File: src/rtl/dsp_out_pkg.sv
// Shared constants, FIFO entry type and saturation-limit helper for the
// DSP output conditioning stage.
package dsp_out_pkg;

   localparam int unsigned INT_W     = 50;
   localparam int unsigned MAX_OUT_W = 48;

   typedef struct packed {
      logic                 sat;
      logic [MAX_OUT_W-1:0] data;
   } entry_t;

   typedef struct packed {
      logic [INT_W-1:0] hi;
      logic [INT_W-1:0] lo;
   } sat_lim_t;

   // Two's-complement bit patterns of the clamp limits for an out_w-bit result
   function automatic sat_lim_t sat_limits(input int unsigned out_w, input logic is_signed);
      sat_lim_t lim;
      if (is_signed) begin
         lim.hi = (INT_W'(1) << (out_w - 1)) - INT_W'(1);
         lim.lo = -(INT_W'(1) << (out_w - 1));
      end else begin
         lim.hi = (INT_W'(1) << out_w) - INT_W'(1);
         lim.lo = '0;
      end
      return lim;
   endfunction

endpackage

File: src/rtl/dsp_out_stage_fifo.sv
// First-word fall-through FIFO; a full FIFO still accepts a write when the
// head is popped in the same cycle.
module out_fifo
   import dsp_out_pkg::*;
#(
   parameter int unsigned DEPTH = 4
) (
   input  logic                     clk,
   input  logic                     rst,
   input  logic                     wr_valid,
   input  entry_t                   wr_entry,
   output logic                     wr_drop_c,
   input  logic                     rd_ready,
   output logic                     rd_valid,
   output entry_t                   rd_entry_c,
   output logic [$clog2(DEPTH):0]   count
);

   localparam int unsigned PTR_W = $clog2(DEPTH);
   localparam int unsigned CNT_W = PTR_W + 1;

   entry_t             mem [DEPTH];
   logic [PTR_W-1:0]   wr_ptr;
   logic [PTR_W-1:0]   rd_ptr;
   logic               push_c;
   logic               pop_c;
   logic [CNT_W-1:0]   count_nxt_c;

   always_comb begin
      pop_c       = rd_valid && rd_ready;
      push_c      = wr_valid && ((count < CNT_W'(DEPTH)) || pop_c);
      wr_drop_c   = wr_valid && !push_c;
      count_nxt_c = count;
      case ({push_c, pop_c})
         2'b10:   count_nxt_c = count + CNT_W'(1);
         2'b01:   count_nxt_c = count - CNT_W'(1);
         default: count_nxt_c = count;
      endcase
      rd_entry_c = rd_valid ? mem[rd_ptr] : '0;
   end

   always_ff @(posedge clk or posedge rst) begin
      if (rst) begin
         wr_ptr   <= '0;
         rd_ptr   <= '0;
         count    <= '0;
         rd_valid <= 1'b0;
      end else begin
         if (push_c) wr_ptr <= wr_ptr + PTR_W'(1);
         if (pop_c)  rd_ptr <= rd_ptr + PTR_W'(1);
         count    <= count_nxt_c;
         rd_valid <= (count_nxt_c != '0);
      end
   end

   // Storage is deliberately left unreset
   always_ff @(posedge clk) begin
      if (push_c) mem[wr_ptr] <= wr_entry;
   end

endmodule

File: src/rtl/dsp_out_stage.sv
// Rounds, shifts and saturates DSP slice results, then buffers them in a
// small FWFT FIFO towards a back-pressuring consumer.
module dsp_out_stage
   import dsp_out_pkg::*;
#(
   parameter int unsigned OUT_W  = 18,
   parameter int unsigned SHIFT  = 17,
   parameter int unsigned ROUND  = 1,
   parameter int unsigned SIGNED = 1,
   parameter int unsigned DEPTH  = 4
) (
   input  logic                     clk,
   input  logic                     rst,
   input  logic [47:0]              P,
   input  logic                     carryout,
   input  logic                     p_valid,
   output logic [OUT_W-1:0]         y,
   output logic                     y_sat,
   output logic                     y_valid,
   input  logic                     y_ready,
   output logic [$clog2(DEPTH):0]   count,
   output logic                     drop_sticky,
   output logic                     sat_sticky,
   input  logic                     clr_sticky
);

   localparam sat_lim_t LIM = sat_limits(OUT_W, SIGNED != 0);
   localparam logic signed [INT_W-1:0] SAT_HI = $signed(LIM.hi);
   localparam logic signed [INT_W-1:0] SAT_LO = $signed(LIM.lo);
   localparam logic signed [INT_W-1:0] RND =
      (ROUND != 0 && SHIFT > 0) ? (INT_W'(1) << (SHIFT > 0 ? SHIFT - 1 : 0)) : '0;

   logic signed [INT_W-1:0] v_c;
   logic signed [INT_W-1:0] r_c;
   logic signed [INT_W-1:0] s_c;
   logic [OUT_W-1:0]        q_c;
   logic                    sat_c;
   entry_t                  stg;
   logic                    stg_valid;
   entry_t                  head_c;
   logic                    drop_c;
   logic                    unused_head_bits;

   // Widen to 50 bits so the rounding add cannot overflow
   always_comb begin
      if (SIGNED != 0) v_c = INT_W'($signed(P));
      else             v_c = INT_W'({carryout, P});
      r_c   = v_c + RND;
      s_c   = r_c >>> SHIFT;
      sat_c = 1'b0;
      q_c   = s_c[OUT_W-1:0];
      if (s_c > SAT_HI) begin
         q_c   = SAT_HI[OUT_W-1:0];
         sat_c = 1'b1;
      end else if (s_c < SAT_LO) begin
         q_c   = SAT_LO[OUT_W-1:0];
         sat_c = 1'b1;
      end
   end

   always_ff @(posedge clk or posedge rst) begin
      if (rst) begin
         stg         <= '0;
         stg_valid   <= 1'b0;
         sat_sticky  <= 1'b0;
         drop_sticky <= 1'b0;
      end else begin
         stg_valid <= p_valid;
         if (p_valid) stg <= '{sat: sat_c, data: MAX_OUT_W'(q_c)};
         // A set event in the same cycle as a clear wins
         if (p_valid && sat_c) sat_sticky <= 1'b1;
         else if (clr_sticky)  sat_sticky <= 1'b0;
         if (drop_c)          drop_sticky <= 1'b1;
         else if (clr_sticky) drop_sticky <= 1'b0;
      end
   end

   out_fifo #(.DEPTH(DEPTH)) u_fifo (
      .clk        (clk),
      .rst        (rst),
      .wr_valid   (stg_valid),
      .wr_entry   (stg),
      .wr_drop_c  (drop_c),
      .rd_ready   (y_ready),
      .rd_valid   (y_valid),
      .rd_entry_c (head_c),
      .count      (count)
   );

   // Head is combinational from the FIFO memory; upper data bits stay zero
   assign y                = head_c.data[OUT_W-1:0];
   assign y_sat            = head_c.sat;
   assign unused_head_bits = ^head_c.data;

endmodule

File: config.mk
export PLATFORM = sky130hd
export DESIGN_NAME = dsp_out_stage
export DESIGN_NICKNAME = d
export VERILOG_FILES = /design/src/rtl/dsp_out_pkg.sv /design/src/rtl/dsp_out_stage_fifo.sv /design/src/rtl/dsp_out_stage.sv
export SDC_FILE = /design/constraint.sdc
export NUM_CORES = 1
export LEC_CHECK = 0
export ABC_AREA = 1
export CAP_MARGIN = 20
export CELL_PAD_IN_SITES_DETAIL_PLACEMENT = 1
export CELL_PAD_IN_SITES_GLOBAL_PLACEMENT = 1
export CORE_MARGIN = 2
export CORE_UTILIZATION = 47
export DETAILED_ROUTE_END_ITERATION = 10
export PLACE_DENSITY_LB_ADDON = 0.1
export SLEW_MARGIN = 10
export SYNTH_ARGS = -nofsm -noshare
export SYNTH_HDL_FRONTEND = slang
export SYNTH_HIERARCHICAL = 1
export SYNTH_SLANG_ARGS = --single-unit
File: constraint.sdc
create_clock -name clk -period 3.6 [get_ports clk]
set_input_delay 0.54 -clock clk [delete_from_list [all_inputs] [get_ports clk]]
set_output_delay 0.54 -clock clk [all_outputs]
set_load 0.01 [all_outputs]
==> metrics.txt, run 1 <==
post-route cell area 6830 um2; pwr/cell area 613 nW/um2; die area 13,300 um2; Metal-1 WL 6310 um; largest net degree at the start of global routing 40; metal2 WL 7380 um; Max-Cap Viols 0; critical path launch point type flop; Routed WL per cell 15.4 um; Placement Setup Slack 0.340 ns; Hold Fails Final Rpt 0; crit path max fanout 39; # hold bufs at CTS 0; syn avg cell area 8.38 um2; share of layout cells above drive strength 1 0.102; Post-Syn Nets 758; synthesized cell area 5840 um2; number of CTS-inserted buffers 9; Clock transition at path regs 0.07 ns; endpoint type of the worst setup path output pin; Detailed Route Iter0 Violations 232; worst setup margin 0.481 ns; Placer Congestion 0.941; TritonCTS clock tree built; Util after Layout 0.566; Peak Freq 0.321 GHz; DR top layer met4; synth-to-layout area growth 17.0%; Rel. slew slack 0.435; initial core utilization 0.484; initial antenna violation count 0; row count 40; die height 115 um; Congestion Overflow GR 0; Req. time, crit path 3.06 ns; Final nets 814; routed wl met3 357 um; critical path, cell by cell buf_4, inv_2, nand2_1, nand3_1, a21oi_1, clkdlybuf4s50_1; vias in the first global route 4,784; core area 12,100 um2; GRT Total Usage 0.227; leakage power 3.06 nW; Post-CTS Setup Repair Bufs 0; setup TNS 0 ns; max incr delay on CP 0.58 ns; DP Area 6570 um2; DRT Wirelength 14,300 um; final-report setup violation count 0; Worst VDD drop 0.372 mV; first-pass GRT wire length 23,300 um; RSZ-0062 raised after global routing false; port bufs 61; DR pass1 iterations 4; fin. max-slew vios 0; DRC violations left 0; Critical Setup Path Class reg2out; Clock Path Buffers 2; worst skew pair latency 0.34 ns; Max H-tree Level 3; min-delay worst type in2async; overall die width 115 um; status complete, no violations; hold slack 0.481 ns; # IOs 79; CP max-delay cell clkdlybuf4s50_1; DRT antenna net count 0; Worst R2R Setup Slack 1.44 ns; antenna fix cells 0; worst path buffer plus inverter count 3; post-synthesis cell count 697; Slew @ Worst Pin 0.847 ns; Min Clock Period, post-route 3.12 ns; Worst Skew 0.00793 ns; Root Buffer clkbuf_16; CTS resizes 0; Clock Sinks 106; vias 4,580; data arrival time at the worst-slack endpoint 2.58 ns; HPWL after DPL 10,600 um; via-per-instance ratio 4.95; gate family responsible for the most delay along the worst path buffers and inverters; period utilisation layout 0.866; Ys Warns 6
state kept, by name (all words and copies together) (netlist names):
register	cells
drop_sticky	1
sat_sticky	1
stg	19
stg_valid	1
u_fifo/count	3
u_fifo/mem	76
u_fifo/rd_ptr	2
u_fifo/rd_valid	1
u_fifo/wr_ptr	2
area by class of cell:
type / instances / area (um2)
clock buffer: 10 / 229
clock inverter: 6 / 32.5
fill: 1438 / 5230
inverter: 128 / 480
multi-input combinational: 440 / 2180
sequential: 106 / 3030
tap: 168 / 210
timing repair buffer: 68 / 663
per-layer routing:
layer | global-route usage | vias to the layer above
met2 | 0.409 | 83
met4 | 0.0747 | 0
li1 | - | 2263
met1 | 0.285 | 2217
met5 | 0 | -
met3 | 0.0246 | 17
worst paths after layout:
kind	from	endpoint	depth (start not counted)
worst max-delay path	u_fifo/rd_ptr[0]	y[8]	6
worst min-delay path	rst	u_fifo/rd_ptr[1]	2
worst max register to register	u_fifo/rd_valid	u_fifo/rd_valid	9
worst min register to register	stg[0]	u_fifo/mem[0][0]	0
max in group asynchronous	rst	stg[13]	2
min in group clk	stg[0]	u_fifo/mem[0][0]	0
worst reg2reg max path, stage by stage, from the launching register on:
cell,delay (ns)
dfrtp_1,0.43
nand2_1,0.15
nand2_1,0.10
nand2_1,0.23
ha_1,0.28
fa_1,0.46
nand2_1,0.11
nand2_1,0.08
nor2_1,0.11
nand3_1,0.09
stage by stage:
stage / instances / power [mW]
2_1_floorplan: 697 / 2.64
3_3_place_gp: 910 / 3.24
3_5_place_dp: 910 / 3.34
4_1_cts: 926 / 4.22
5_1_grt: 926 / 4.44
6_report: 926 / 4.19
cell usage in the layout (no fill, tap or decap), drive strengths merged:
| cell type | instances |
|---|---|
| a21oi | 37 |
| buf | 7 |
| clkbuf | 10 |
| clkdlybuf4s50 | 61 |
| clkinv | 6 |
| dfrtp | 30 |
| edfxtp | 76 |
| fa | 1 |
| ha | 6 |
| inv | 128 |
| nand2 | 220 |
| nand3 | 56 |
| nand3b | 4 |
| nand4 | 5 |
| nor2 | 88 |
| nor3 | 1 |
| o21ai | 3 |
| o21bai | 1 |
| xnor2 | 7 |
| xor2 | 11 |
report_power, final:
group | leakage [nW] | internal (mW) | switching (mW)
Combinational | 1.91 | 0.671 | 0.940
Sequential | 1.02 | 1.56 | 0.137
Clock | 0.134 | 0.464 | 0.412
Total | 3.06 | 2.70 | 1.49
Power figures use the tool's default switching activity.
==> inputs of run 2 (changes only) <==
--- a/config.mk
+++ b/config.mk
@@ -10,7 +10,7 @@
 export CELL_PAD_IN_SITES_DETAIL_PLACEMENT = 1
 export CELL_PAD_IN_SITES_GLOBAL_PLACEMENT = 1
 export CORE_MARGIN = 2
-export CORE_UTILIZATION = 47
+export CORE_UTILIZATION = 35
 export DETAILED_ROUTE_END_ITERATION = 10
 export PLACE_DENSITY_LB_ADDON = 0.1
 export SLEW_MARGIN = 10
==> metrics.txt, run 2 (synthesized netlist as in run 1, its figures left out) <==
data arrival time at the worst-slack endpoint 2.67 ns (was 2.58 ns); die area 17,700 um2 (was 13,300 um2); Req. time, crit path 3.06 ns (about the same); DP Cell Count 963 (was 910); gate family responsible for the most delay along the worst path buffers and inverters (unchanged); Clock Path Buffers 2 (unchanged); most flop-heavy register u_fifo/mem (unchanged); period utilisation layout 0.891 (was 0.866); Worst Skew 0.0151 ns (was 0.00793 ns); core area 16,500 um2 (was 12,100 um2); commonest non-fill, non-tap cell in the layout nand2_1 (unchanged); Reg area 3030 um2 (unchanged); initial antenna violation count 0 (unchanged); beginning of the critical path u_fifo/rd_ptr[0] (unchanged); vias in the first global route 4,756 (was 4,784); Worst VDD drop 0.273 mV (was 0.372 mV); Post-CTS Setup Repair Bufs 0 (unchanged); min-delay worst type in2async (unchanged); footprint of the multi-input gates 2180 um2 (unchanged); critical path launch point type flop (unchanged); Final nets 815 (was 814); Rel. slew slack 0.442 (was 0.435); overall die width 133 um (was 115 um); worst setup path end y[8] (unchanged); R2R Path Start u_fifo/rd_valid (unchanged); Clock transition at path regs 0.07 ns (about the same); Reg2Reg Depth 9 (unchanged); DP Area 6640 um2 (was 6570 um2); leakage power 3.09 nW (was 3.06 nW); final instance count without filler cells 979 (was 926); GRT Total Usage 0.174 (was 0.227); synth-to-layout area growth 19.0% (was 17.0%); Filler cells 1,985 (was 1,438); die height 133 um (was 115 um); Max-Cap Viols 0 (unchanged); final-report setup violation count 0 (unchanged); initial core utilization 0.355 (was 0.484); top flop regs u_fifo/mem x76, stg x19, u_fifo/count x3 (unchanged); flip-flop count of the largest register after layout 76 (unchanged); row count 47 (was 40); antenna fix cells 0 (unchanged); worst skew pair latency 0.35 ns (was 0.34 ns); GRT met1 Usage 0.215 (was 0.285); status complete, no violations (unchanged); critical path, cell by cell buf_4, inv_2, nand2_1, nand3_1, a21oi_1, clkdlybuf4s50_1 (unchanged); Slew @ Worst Pin 0.837 ns (was 0.847 ns); fin. max-slew vios 0 (unchanged); Min Clock Period, post-route 3.21 ns (was 3.12 ns); combinational share of power 0.376 (was 0.385); Routed WL per cell 15.1 um (was 15.4 um); DRT antenna net count 0 (unchanged); first-pass GRT wire length 24,000 um (was 23,300 um); Hold Fails Final Rpt 0 (unchanged); critical path depth in cells 6 (unchanged); Placer Congestion 0.860 (was 0.941); CTS resizes 0 (unchanged); pwr/cell area 618 nW/um2 (was 613 nW/um2); worst path buffer plus inverter count 3 (unchanged); # IOs 79 (unchanged); Net Sw Frac 0.350 (was 0.356); largest net degree at the start of global routing 40 (unchanged); max incr delay on CP 0.60 ns (was 0.58 ns); port bufs 61 (unchanged); Most Crowded Layer GR met2 (unchanged); Seq pwr share 0.394 (was 0.406); post-route cell area 6950 um2 (was 6830 um2); vias 4,558 (was 4,580); Critical Setup Path Class reg2out (unchanged); Clock Sinks 106 (unchanged); M2 GR Usage 0.314 (was 0.409); TritonCTS clock tree built (unchanged); share of layout cells above drive strength 1 0.105 (was 0.102); Util after Layout 0.422 (was 0.566); number of CTS-inserted buffers 9 (unchanged); Root Buffer clkbuf_16 (unchanged); reg2reg end u_fifo/rd_valid (unchanged); endpoint type of the worst setup path output pin (unchanged); Peak Freq 0.312 GHz (was 0.321 GHz); DRC violations left 0 (unchanged); # hold bufs at CTS 0 (unchanged); met3 Resource Use GR 0.0293 (was 0.0246); commonest cells after routing, fill and taps aside nand2_1 (200), inv_1 (122), edfxtp_1 (76) (unchanged); Worst R2R Setup Slack 1.49 ns (was 1.44 ns); Switching Power 1.50 mW (was 1.49 mW); Congestion Overflow GR 0 (unchanged); Max H-tree Level 3 (unchanged); RSZ-0062 raised after global routing false (unchanged); Detailed Route Iter0 Violations 113 (was 232); CP max-delay cell clkdlybuf4s50_1 (unchanged); DR pass1 iterations 4 (unchanged); setup TNS 0 ns (unchanged); Power, Total 4.30 mW (was 4.19 mW); Clk network pwr share 0.230 (was 0.209); DRT Wirelength 14,800 um (was 14,300 um); HPWL after DPL 10,900 um (was 10,600 um); crit path max fanout 39 (unchanged); Int Pwr 2.80 mW (was 2.70 mW); via-per-instance ratio 4.66 (was 4.95)
==> run 2: cell types whose count changed in the layout (fill, tap and decap cells not counted), sizes merged <==
cell    delta
inv        +2
clkinv     -4
buf        +1
clkbuf     +2
==> run 2: worst reg2reg max path, delay by kind of cell, from the launching register on <==
kind / cells / cell delay, ns
simple gates: 7 / 0.83
fa+ha+maj: 2 / 0.72
flops: 1 / 0.44
==> run 2: power groups by stage <==
stage	clock network, mW	registers (mW)	logic, mW
after floorplan	0	1.67	0.970
after global placement	0	1.71	1.57
after detailed placement	0	1.72	1.64
after CTS	1.01	1.70	1.65
after global routing	1.06	1.72	1.80
final	0.988	1.70	1.61
==> run 2: final cells by class <==
class	instances	share of cell area
clock inverter	4	0.00378
clock buffer	12	0.0407
multi-input combinational	440	0.314
inverter	128	0.0691
tap	220	0.0396
timing repair buffer	69	0.0965
sequential	106	0.436
==> run 2: worst min path at each step <==
stage | startpoint | depth (start not counted) | slack [ns] | end
4_1_cts | rst | 2 | 0.46 | u_fifo/rd_valid
3_3_place_gp | u_fifo/rd_ptr[0] | 2 | 0.49 | u_fifo/rd_ptr[0]
3_5_place_dp | u_fifo/rd_ptr[0] | 2 | 0.50 | u_fifo/rd_ptr[0]
5_1_grt | rst | 2 | 0.50 | u_fifo/rd_valid
2_1_floorplan | rst | 1 | 0.36 | u_fifo/count[0]
6_report | rst | 2 | 0.47 | u_fifo/wr_ptr[0]
==> run 2: per-stage QoR <==
stage,setup WS (ns),hold slack [ns]
after floorplan,1.43,0.356
after global placement,0.620,0.485
after detailed placement,0.516,0.502
after CTS,0.376,0.464
after global routing,0.202,0.504
final,0.392,0.472
==> run 2: metal layers <==
layer / wire length [um] / part of all wire
met4: 227 / 0.015
met3: 539 / 0.036
met1: 6580 / 0.44
met5: 0 / 0
met2: 7460 / 0.50
